**config.mk**
```make
export PLATFORM = sky130hd
export DESIGN_NAME = reduce_check
export DESIGN_NICKNAME = d
export VERILOG_FILES = /design/src/rtl/reduce_check.sv
export SDC_FILE = /design/constraint.sdc
export NUM_CORES = 1
export LEC_CHECK = 0
export BUFFER_PORTS_ARGS = -buffer_cell sky130_fd_sc_hd__buf_4
export CORE_UTILIZATION = 30
export DETAILED_ROUTE_END_ITERATION = 10
export PLACE_DENSITY = 0.59
export SYNTH_ARGS = -nofsm -noshare
export SYNTH_HDL_FRONTEND = slang
export SYNTH_SLANG_ARGS = --single-unit
```
**constraint.sdc**
```tcl
create_clock -name clk -period 4.23 [get_ports clk]
set_input_delay 0 -clock clk [delete_from_list [all_inputs] [get_ports clk]]
set_output_delay 0 -clock clk [all_outputs]
set_load 0.01 [all_outputs]
```
**src/rtl/reduce_check.sv**
```systemverilog
// reduce_check: checks the six reduction flags sent with each 4-bit word and reports a per-flag
// mismatch mask through a 2-stage valid/ready pipeline. Counters exist only with REDUCE_CHK_CNT_EN.
module reduce_check #(
    parameter int CNT_W = 8
) (
    input  logic             clk,
    input  logic             rst,
    input  logic             in_valid,
    output logic             in_ready,
    input  logic [3:0]       in_vec,
    input  logic [5:0]       in_flags,
    output logic             out_valid,
    input  logic             out_ready,
    output logic [3:0]       out_vec,
    output logic [5:0]       out_err_mask,
    output logic             out_err,
    input  logic             clr_err,
    output logic             err_sticky
`ifdef REDUCE_CHK_CNT_EN
    ,
    output logic [CNT_W-1:0] frame_cnt,
    output logic [CNT_W-1:0] err_cnt
`endif
);
    logic       s1_valid_q, s1_valid_d, s2_valid_q, s2_valid_d;
    logic [3:0] s1_vec_q, s1_vec_d, s2_vec_q, s2_vec_d;
    logic [5:0] s1_flags_q, s1_flags_d, s2_mask_q, s2_mask_d;
    logic       s2_err_q, s2_err_d, sticky_q, sticky_d;
    logic       s1_adv, s2_adv, out_xfer;
    logic [5:0] s1_exp, s1_mask;

    always_comb begin
        s2_adv     = !s2_valid_q || out_ready;
        s1_adv     = !s1_valid_q || s2_adv;
        out_xfer   = s2_valid_q && out_ready;
        s1_exp     = {~^s1_vec_q, ~|s1_vec_q, ~&s1_vec_q, ^s1_vec_q, |s1_vec_q, &s1_vec_q};
        s1_mask    = s1_exp ^ s1_flags_q;
        s1_valid_d = s1_adv ? in_valid : s1_valid_q;
        s1_vec_d   = (s1_adv && in_valid) ? in_vec : s1_vec_q;
        s1_flags_d = (s1_adv && in_valid) ? in_flags : s1_flags_q;
        s2_valid_d = s2_adv ? s1_valid_q : s2_valid_q;
        s2_vec_d   = (s2_adv && s1_valid_q) ? s1_vec_q : s2_vec_q;
        s2_mask_d  = (s2_adv && s1_valid_q) ? s1_mask : s2_mask_q;
        s2_err_d   = (s2_adv && s1_valid_q) ? |s1_mask : s2_err_q;
        // an error landing in the same cycle as a clear must survive it
        sticky_d   = (out_xfer && s2_err_q) || (!clr_err && sticky_q);
    end

    always_ff @(posedge clk or posedge rst) begin
        if (rst) begin
            s1_valid_q <= 1'b0;
            s2_valid_q <= 1'b0;
            s1_vec_q   <= '0;
            s1_flags_q <= '0;
            s2_vec_q   <= '0;
            s2_mask_q  <= '0;
            s2_err_q   <= 1'b0;
            sticky_q   <= 1'b0;
        end else begin
            s1_valid_q <= s1_valid_d;
            s2_valid_q <= s2_valid_d;
            s1_vec_q   <= s1_vec_d;
            s1_flags_q <= s1_flags_d;
            s2_vec_q   <= s2_vec_d;
            s2_mask_q  <= s2_mask_d;
            s2_err_q   <= s2_err_d;
            sticky_q   <= sticky_d;
        end
    end

    assign in_ready     = s1_adv;
    assign out_valid    = s2_valid_q;
    assign out_vec      = s2_vec_q;
    assign out_err_mask = s2_mask_q;
    assign out_err      = s2_err_q;
    assign err_sticky   = sticky_q;

`ifdef REDUCE_CHK_CNT_EN
    logic [CNT_W-1:0] frame_q, frame_d, errc_q, errc_d, frame_base, errc_base;

    // clear first, then apply this cycle's increment so a coincident transfer counts as 1
    always_comb begin
        frame_base = clr_err ? '0 : frame_q;
        errc_base  = clr_err ? '0 : errc_q;
        frame_d    = (out_xfer && frame_base != '1) ? frame_base + CNT_W'(1) : frame_base;
        errc_d     = (out_xfer && s2_err_q && errc_base != '1) ? errc_base + CNT_W'(1) : errc_base;
    end

    always_ff @(posedge clk or posedge rst) begin
        if (rst) begin
            frame_q <= '0;
            errc_q  <= '0;
        end else begin
            frame_q <= frame_d;
            errc_q  <= errc_d;
        end
    end

    assign frame_cnt = frame_q;
    assign err_cnt   = errc_q;
`endif
endmodule

```
== After elaboration in Yosys (flattened, before gate mapping) ==
Index checks and enable logic that the tools add are counted.
Storage, ports and cells
  bits in registers: 24
  output and inout port bits: 14
  logic and storage cells: 27
Cells by class
  bitwise gates (word level): 1
  reductions and logical operators: 18
Operator list (number)
  6-bit OR reduction: 1
  6-bit bitwise XOR: 1
  1-bit logical AND: 5
  1-bit zero test: 5
  4-bit AND reduction: 1
  4-bit OR reduction: 1
  4-bit XNOR reduction: 1
  4-bit parity: 1
  1-bit logical OR: 3

== Longest topological paths before layout ==
Gate-level depths: netlist of run 1.
  depth in word-level cells: 4
  gate-level depth with buffers: 6
  gate-level depth less buffers: 6

== Worst setup path before layout of run 1 ==
Ideal clock, no wire load.
  path type: flip-flop to flip-flop
  from: register s1_vec_q[2]
  to: register s2_err_q (netlist: out_err)
  library setup time: 0.124 ns
  data arrival time: 1.455 ns
  required time: 4.106 ns
  slack: 2.651 ns
  stages on the path, launching flop included: 7
  path buffers: 0
  clock period less this slack: 1.579 ns
  cell sequence: dfrtp_1 -> inv_1 -> ha_1 -> xor2_1 -> or3b_1 -> a21oi_1 -> a21oi_1
On the way
  longest elaborated chain between the ends: 4
  elaborated cells between the ends (all ways): 8
  those cells by class: bitwise (1); reduce/logical (7)
Ends and longest elaborated chain
  from (decl): line 26  | logic [3:0] s1_vec_q, s1_vec_d, s2_vec_q, s2_vec_d;
  from (signal assigned): line 62  | s1_vec_q <= s1_vec_d;
  4-bit AND reduction / 4-bit OR reduction (equally long branches): line 36  | s1_exp = {~^s1_vec_q, ~|s1_vec_q, ~&s1_vec_q, ^s1_vec_q, |s1_vec_q, &s1_vec_q};
  1-bit zero test: line 36
  6-bit bitwise XOR *: line 37  | s1_mask = s1_exp ^ s1_flags_q;
  6-bit OR reduction *: line 44  | s2_err_d = (s2_adv && s1_valid_q) ? |s1_mask : s2_err_q;
  to (signal assigned): line 66  | s2_err_q <= s2_err_d;
  to (decl): line 28  | logic s2_err_q, s2_err_d, sticky_q, sticky_d;
Every way passes the cells marked *; elsewhere a longest branch is shown, timed or not.
A chain may end at the register's enable or synchronous reset.

== Worst setup path after layout of run 1 ==
  from: register s1_vec_q[3]
  to: register s2_err_q (netlist: out_err)
The elaborated chain is that of the path after synthesis.

==> results of run 1 <==
synthesized netlist by cell type, drive strengths merged (2+ instances only):
master	number
xnor2	2
nand2b	3
ha	4
o21ai	10
a21oi	4
xor2	4
nand3b	3
mux2	10
clkbuf	2
inv	6
dfrtp	24
nand2	14
sequential cells by signal (all words and copies together), names as in the netlist:
register and cells:
s1_vec_q 4, s1_flags_q 6, out_err 1, out_vec 4, s1_valid_q 1, out_valid 1
out_err_mask 6, err_sticky 1
worst paths after layout:
kind                                                  start                           to  slack [ps]  cells after the start
worst max-delay path                s1_vec_q[3]$_DFFE_PP0P_          out_err$_DFFE_PP0P_        2540                      6
worst max register to register      s1_vec_q[3]$_DFFE_PP0P_          out_err$_DFFE_PP0P_        2540                      6
worst min register to register  out_err_mask[0]$_DFFE_PP0P_  out_err_mask[0]$_DFFE_PP0P_         500                      2
worst min-delay path                                    rst  out_err_mask[5]$_DFFE_PP0P_         410                      3
min in group clk                                   in_valid       s1_valid_q$_DFFE_PP0P_         420                      3
max in group asynchronous                               rst    s1_flags_q[2]$_DFFE_PP0P_        3280                      3
critical path, delay by kind of cell (launching register included):
kind / cells / cell delay, ps
compound gates: 2 / 250
xor+xnor: 1 / 210
fa+ha+maj: 1 / 280
buf+inv: 1 / 70
flops: 1 / 390
simple gates: 1 / 390
per-layer routing:
layer  GRT usage [%]  vias to the layer above
li1                -                      402
met1            13.9                      381
met2            20.7                       17
met3            2.10                        6
met4            8.57                        0
met5               0                        -
stage by stage:
step / cell area (sq um) / setup slack [ps]
after floorplan: 1070 / 2650
after global placement: 1330 / 2590
after detailed placement: 1330 / 2540
after CTS: 1500 / 2530
after global routing: 1500 / 2490
final: 1500 / 2540
cells by family after synthesis:
logic type               after synthesis  synth area share [%]
multiplexers                          11                  11.5
buffers and inverters                  8                  2.81
adder cells (fa/ha/maj)                4                  4.68
flip-flops                            24                  56.2
XOR/XNOR                               6                  4.92
AO/OA/AOI/OAI                         16                  7.96
AND/OR/NAND/NOR                       24                  11.9
repair_timing:
action                                  CTS  global route
endpoints found under the hold margin    37             0
hold buffers                             15             0
setup buffers                             0             0
endpoints found under the setup margin    0             0
cell type report:
class                           count  area, sq um
Clock buffer                        3         22.5
Fill cell                         365         1860
Inverter                            6         22.5
Multi-Input combinational cell     61          438
Sequential cell                    24          601
Tap cell                           46         57.6
Timing Repair Buffer               43          360
where the power goes:
group          switching (mW)  internal, mW
Combinational          0.0827         0.102
Sequential             0.0303         0.273
Clock                  0.0676        0.0335
==> run metrics, run 1 <==
Clock Tree Buf Depth=2; total CTS buffers=3; clock latency on the worst-skew pair=320 ps; crit path kind=reg2reg; CP Data Required Time=between 4000 and 5000 ps; Syn Std Cell Area=around 0.0011 sq mm; Rows=21; CP max-delay cell=dfrtp_1; Syn-to-layout area delta=40.5%; Achievable Freq=~590 MHz; P per Cell Area=between 300 and 400 mW/mm^2; setup TNS=0 ps; Placeable Area=approximately 0.0034 sq mm; Syn. warnings=0; number of library cell types mapped by synthesis=20; most common cell after layout, fill and taps aside=buf_4; status=finished, final reports clean; Area contributors post-synth=dfrtp_1 56%, mux2_2 11%, ha_1 4.7%; Nets=158; CP dominant cell by count=a21oi_1; top cell type's share of synthesized area=between 50% and 60%; Clock Skew=around 1.2 ps; drt pass-1 iters=4; critical path cell sequence=inv_1 > ha_1 > xor2_1 > or3b_1 > a21oi_1 > a21oi_1; Reg clk slew, reported paths=120 ps; post-DP HPWL=~1500 um; worst hold path type=in2async; drc violations=0; Final Util=roughly 45%; Die ar.=around 0.0038 sq mm; endpoints failing setup=0; syn avg cell area=11.5 sq um; Final Hold Viols=0; wl on met1=783 um; number of I/O port buffers=28; I/O Pins=29; Peak VDD IR=0.000165 V; P_leak=about 0.7 nW; met3 WL post-DR=around 100 um; vias per inst=between 4 and 5; Main synth FF type=dfrtp_1; Die Ht=between 60 and 70 um; n_diodes=0; Final Slew Violations=0; Synth Net Count=112; first-pass GRT wire length=approximately 3300 um; EDFF count, synth=0; CP peak stage delay=390 ps; Async SR Flop Fraction=100%; final wirelength=around 2000 um; metal2 WL=just over 1000 um; starting density of the core=between 30% and 40%; RSZ-0062 raised after global routing=no; largest net degree at the start of global routing=25; most frequent cells in the layout=28 x buf_4, 24 x dfrtp_1, 15 x dlygate4sd3_1; All-Layer GR Usage=around an eighth; share of cells above drive strength 1=a little under a third; gr ovfl total=0; nature of the critical path startpoint=flip-flop; Crit Path Max Fanout=4; H-tree levels=1; Max Used Layer=met4; Cell Count, Final, Fillers Out=around 180; Overall Power=590 uW; Routed Antenna Nets=0; Final period util=between 30% and 40%; Starting DRT DRC Count=5; CTS-repair resized insts=0; Num Clock Sinks=24; final hold slack=roughly 410 ps; Yosys top cell by area=dfrtp_1; CTS root buf=clkbuf_4; post-synthesis register bit count=24; Critical Path AT=roughly 1900 ps; TritonCTS clock tree=built; antenna violations before repair=0; sequential share of the synthesized area=56.2%; vias in the first global route=772; Final min period=~1700 ps; via count=between 800 and 900; Post-Synthesis Cells=93; pin slew with the least headroom to its limit=between 800 and 900 ps; Die Wd=61.7 um; placed instance count=approximately 170; routed len/inst=10.7 um; slew margin rel.=roughly two fifths; GPL Wtd Cong=~0.73; crit path capture type=flip-flop; max_cap viols=0
No activity file was read; power rests on OpenSTA's default activity.
==> run 2, diff against run 1 <==
==> constraint.sdc (replaced) <==
create_clock -name clk -period 1.6 [get_ports clk]
set_input_delay 0 -clock clk [delete_from_list [all_inputs] [get_ports clk]]
set_output_delay 0 -clock clk [all_outputs]
set_load 0.01 [all_outputs]
==> run metrics, run 2 (synthesis gave the netlist of run 1 again) <==
nature of the critical path startpoint=flip-flop; setup TNS=0 ps; TritonCTS clock tree=built; CP peak stage delay=roughly 410 ps; Die Ht=approximately 62 um; I/O Pins=29; delay-heaviest family, CP=flip-flops; post-DP HPWL=1500 um; combinational share of power=about a third; CP max-delay cell=dfrtp_1; gr ovfl total=0; H-tree levels=1; Reg clk slew, reported paths=between 100 and 150 ps; slew margin rel.=62.9%; most frequent cells in the layout=34 x buf_4, 24 x dfrtp_1, 15 x dlygate4sd3_1; first-pass GRT wire length=~3400 um; placed instance count=170; Final period util=just under 100%; post-route cell area=0.00158 sq mm; vias in the first global route=817; P per Cell Area=around 1000 mW/mm^2; RSZ-0062 raised after global routing=yes; Final Util=between 40% and 50%; Crit Path Max Fanout=2; final wirelength=roughly 2100 um; Clock Skew=around 4.4 ps; Rows=21; dpl ws=-13.9 ps; Die ar.=between 0.003 and 0.004 sq mm; Overall Power=about 1.6 mW; Final Hold Viols=0; CP Data Required Time=around 1800 ps; Num Clock Sinks=24; drc violations=0; largest net degree at the start of global routing=25; crit path kind=reg2reg; clock latency on the worst-skew pair=310 ps; Final Slew Violations=0; P_leak=around 0.73 nW; Nets=approximately 160; switching part of the total=a little under a third; Clock Power Share=15.8%; worst hold path type=in2async; Cell Count, Final, Fillers Out=about 190; antenna violations before repair=0; number of I/O port buffers=28; Peak VDD IR=roughly 0.00040 V; Levels on crit path=6; Achievable Freq=about 640 MHz; share of cells above drive strength 1=between 30% and 40%; CP dominant cell by count=a21oi_1; total CTS buffers=3; drt pass-1 iters=4; P_sw=497 uW; vias per inst=4.24; Starting DRT DRC Count=11; sequential power share=between 40% and 50%; status=finished, final reports clean; most common cell after layout, fill and taps aside=buf_4; pin slew with the least headroom to its limit=around 560 ps; final hold slack=approximately 270 ps; critical path cell sequence=inv_2 > ha_4 > xor2_2 > or3b_1 > a21oi_1 > a21oi_1; max_cap viols=0; Placeable Area=approximately 0.0034 sq mm; GPL Wtd Cong=about 0.7; routed len/inst=about 11 um; n_diodes=0; P_int=roughly 1.1 mW; Syn-to-layout area delta=47.8%; area post-placement=between 0.001 and 0.0015 sq mm; CTS root buf=clkbuf_4; Clock Tree Buf Depth=2; Routed Antenna Nets=0; starting density of the core=31.8%; endpoints failing setup=0; Critical Path AT=around 1800 ps; crit path capture type=flip-flop; worst r2r path cells=6; via count=802; Final min period=1570 ps; post-route setup slack=between 30 and 40 ps; All-Layer GR Usage=roughly 12%; worst path buffer plus inverter count=1; Die Wd=~60 um
run 2: layout make-up:
| type | instances | area, sq um |
|---|---|---|
| clock buffer | 3 | 22.5 |
| fill | 333 | 1780 |
| inverter | 6 | 22.5 |
| multi-input combinational | 61 | 470 |
| sequential | 24 | 601 |
| tap | 46 | 57.6 |
| timing repair buffer | 49 | 405 |
run 2: final timing paths:
path,slack (ps),from,endpoint
worst min-delay path,270,rst,out_err_mask[2]$_DFFE_PP0P_
worst max register to register,30,s1_vec_q[3]$_DFFE_PP0P_,out_err$_DFFE_PP0P_
max in group asynchronous,1100,rst,s1_flags_q[1]$_DFFE_PP0P_
worst min register to register,500,out_err_mask[0]$_DFFE_PP0P_,out_err_mask[0]$_DFFE_PP0P_
worst max-delay path,30,s1_vec_q[3]$_DFFE_PP0P_,out_err$_DFFE_PP0P_
min in group clk,440,in_valid,s1_valid_q$_DFFE_PP0P_
run 2: worst reg2reg max path: cells and delay by family, from the launching register on:
family,cells,cell delay (ps)
flip-flops,1,410
AND/OR/NAND/NOR,1,340
AO/OA/AOI/OAI,2,250
adder cells (fa/ha/maj),1,200
XOR/XNOR,1,170
buffers and inverters,1,90
run 2: timing repair:
item | CTS | global route
pin swaps | 1 | 4
resized for setup | 0 | 7
endpoints found under the hold margin | 37 | 0
setup endpoints to repair | 1 | 1
hold buffers | 15 | 0
setup buffers | 1 | 0
run 2: per-layer routing:
layer	up-vias	routed length (um)	share of wire (%)	global-route usage, %
met2	16	1080	50	20.4
met3	4	64	3.0	1.89
met1	369	958	45	15.1
li1	413	-	-	-
met5	-	0	0	0
met4	0	32	1.5	6.67
run 2: power by group through the flow:
stage                     clock network [mW]  logic (mW)  registers (mW)
final                                  0.259       0.573           0.804
after global routing                   0.292       0.644           0.824
after CTS                              0.270       0.547           0.803
after detailed placement                   0       0.508           0.818
after global placement                     0       0.500           0.811
after floorplan                            0       0.232           0.840
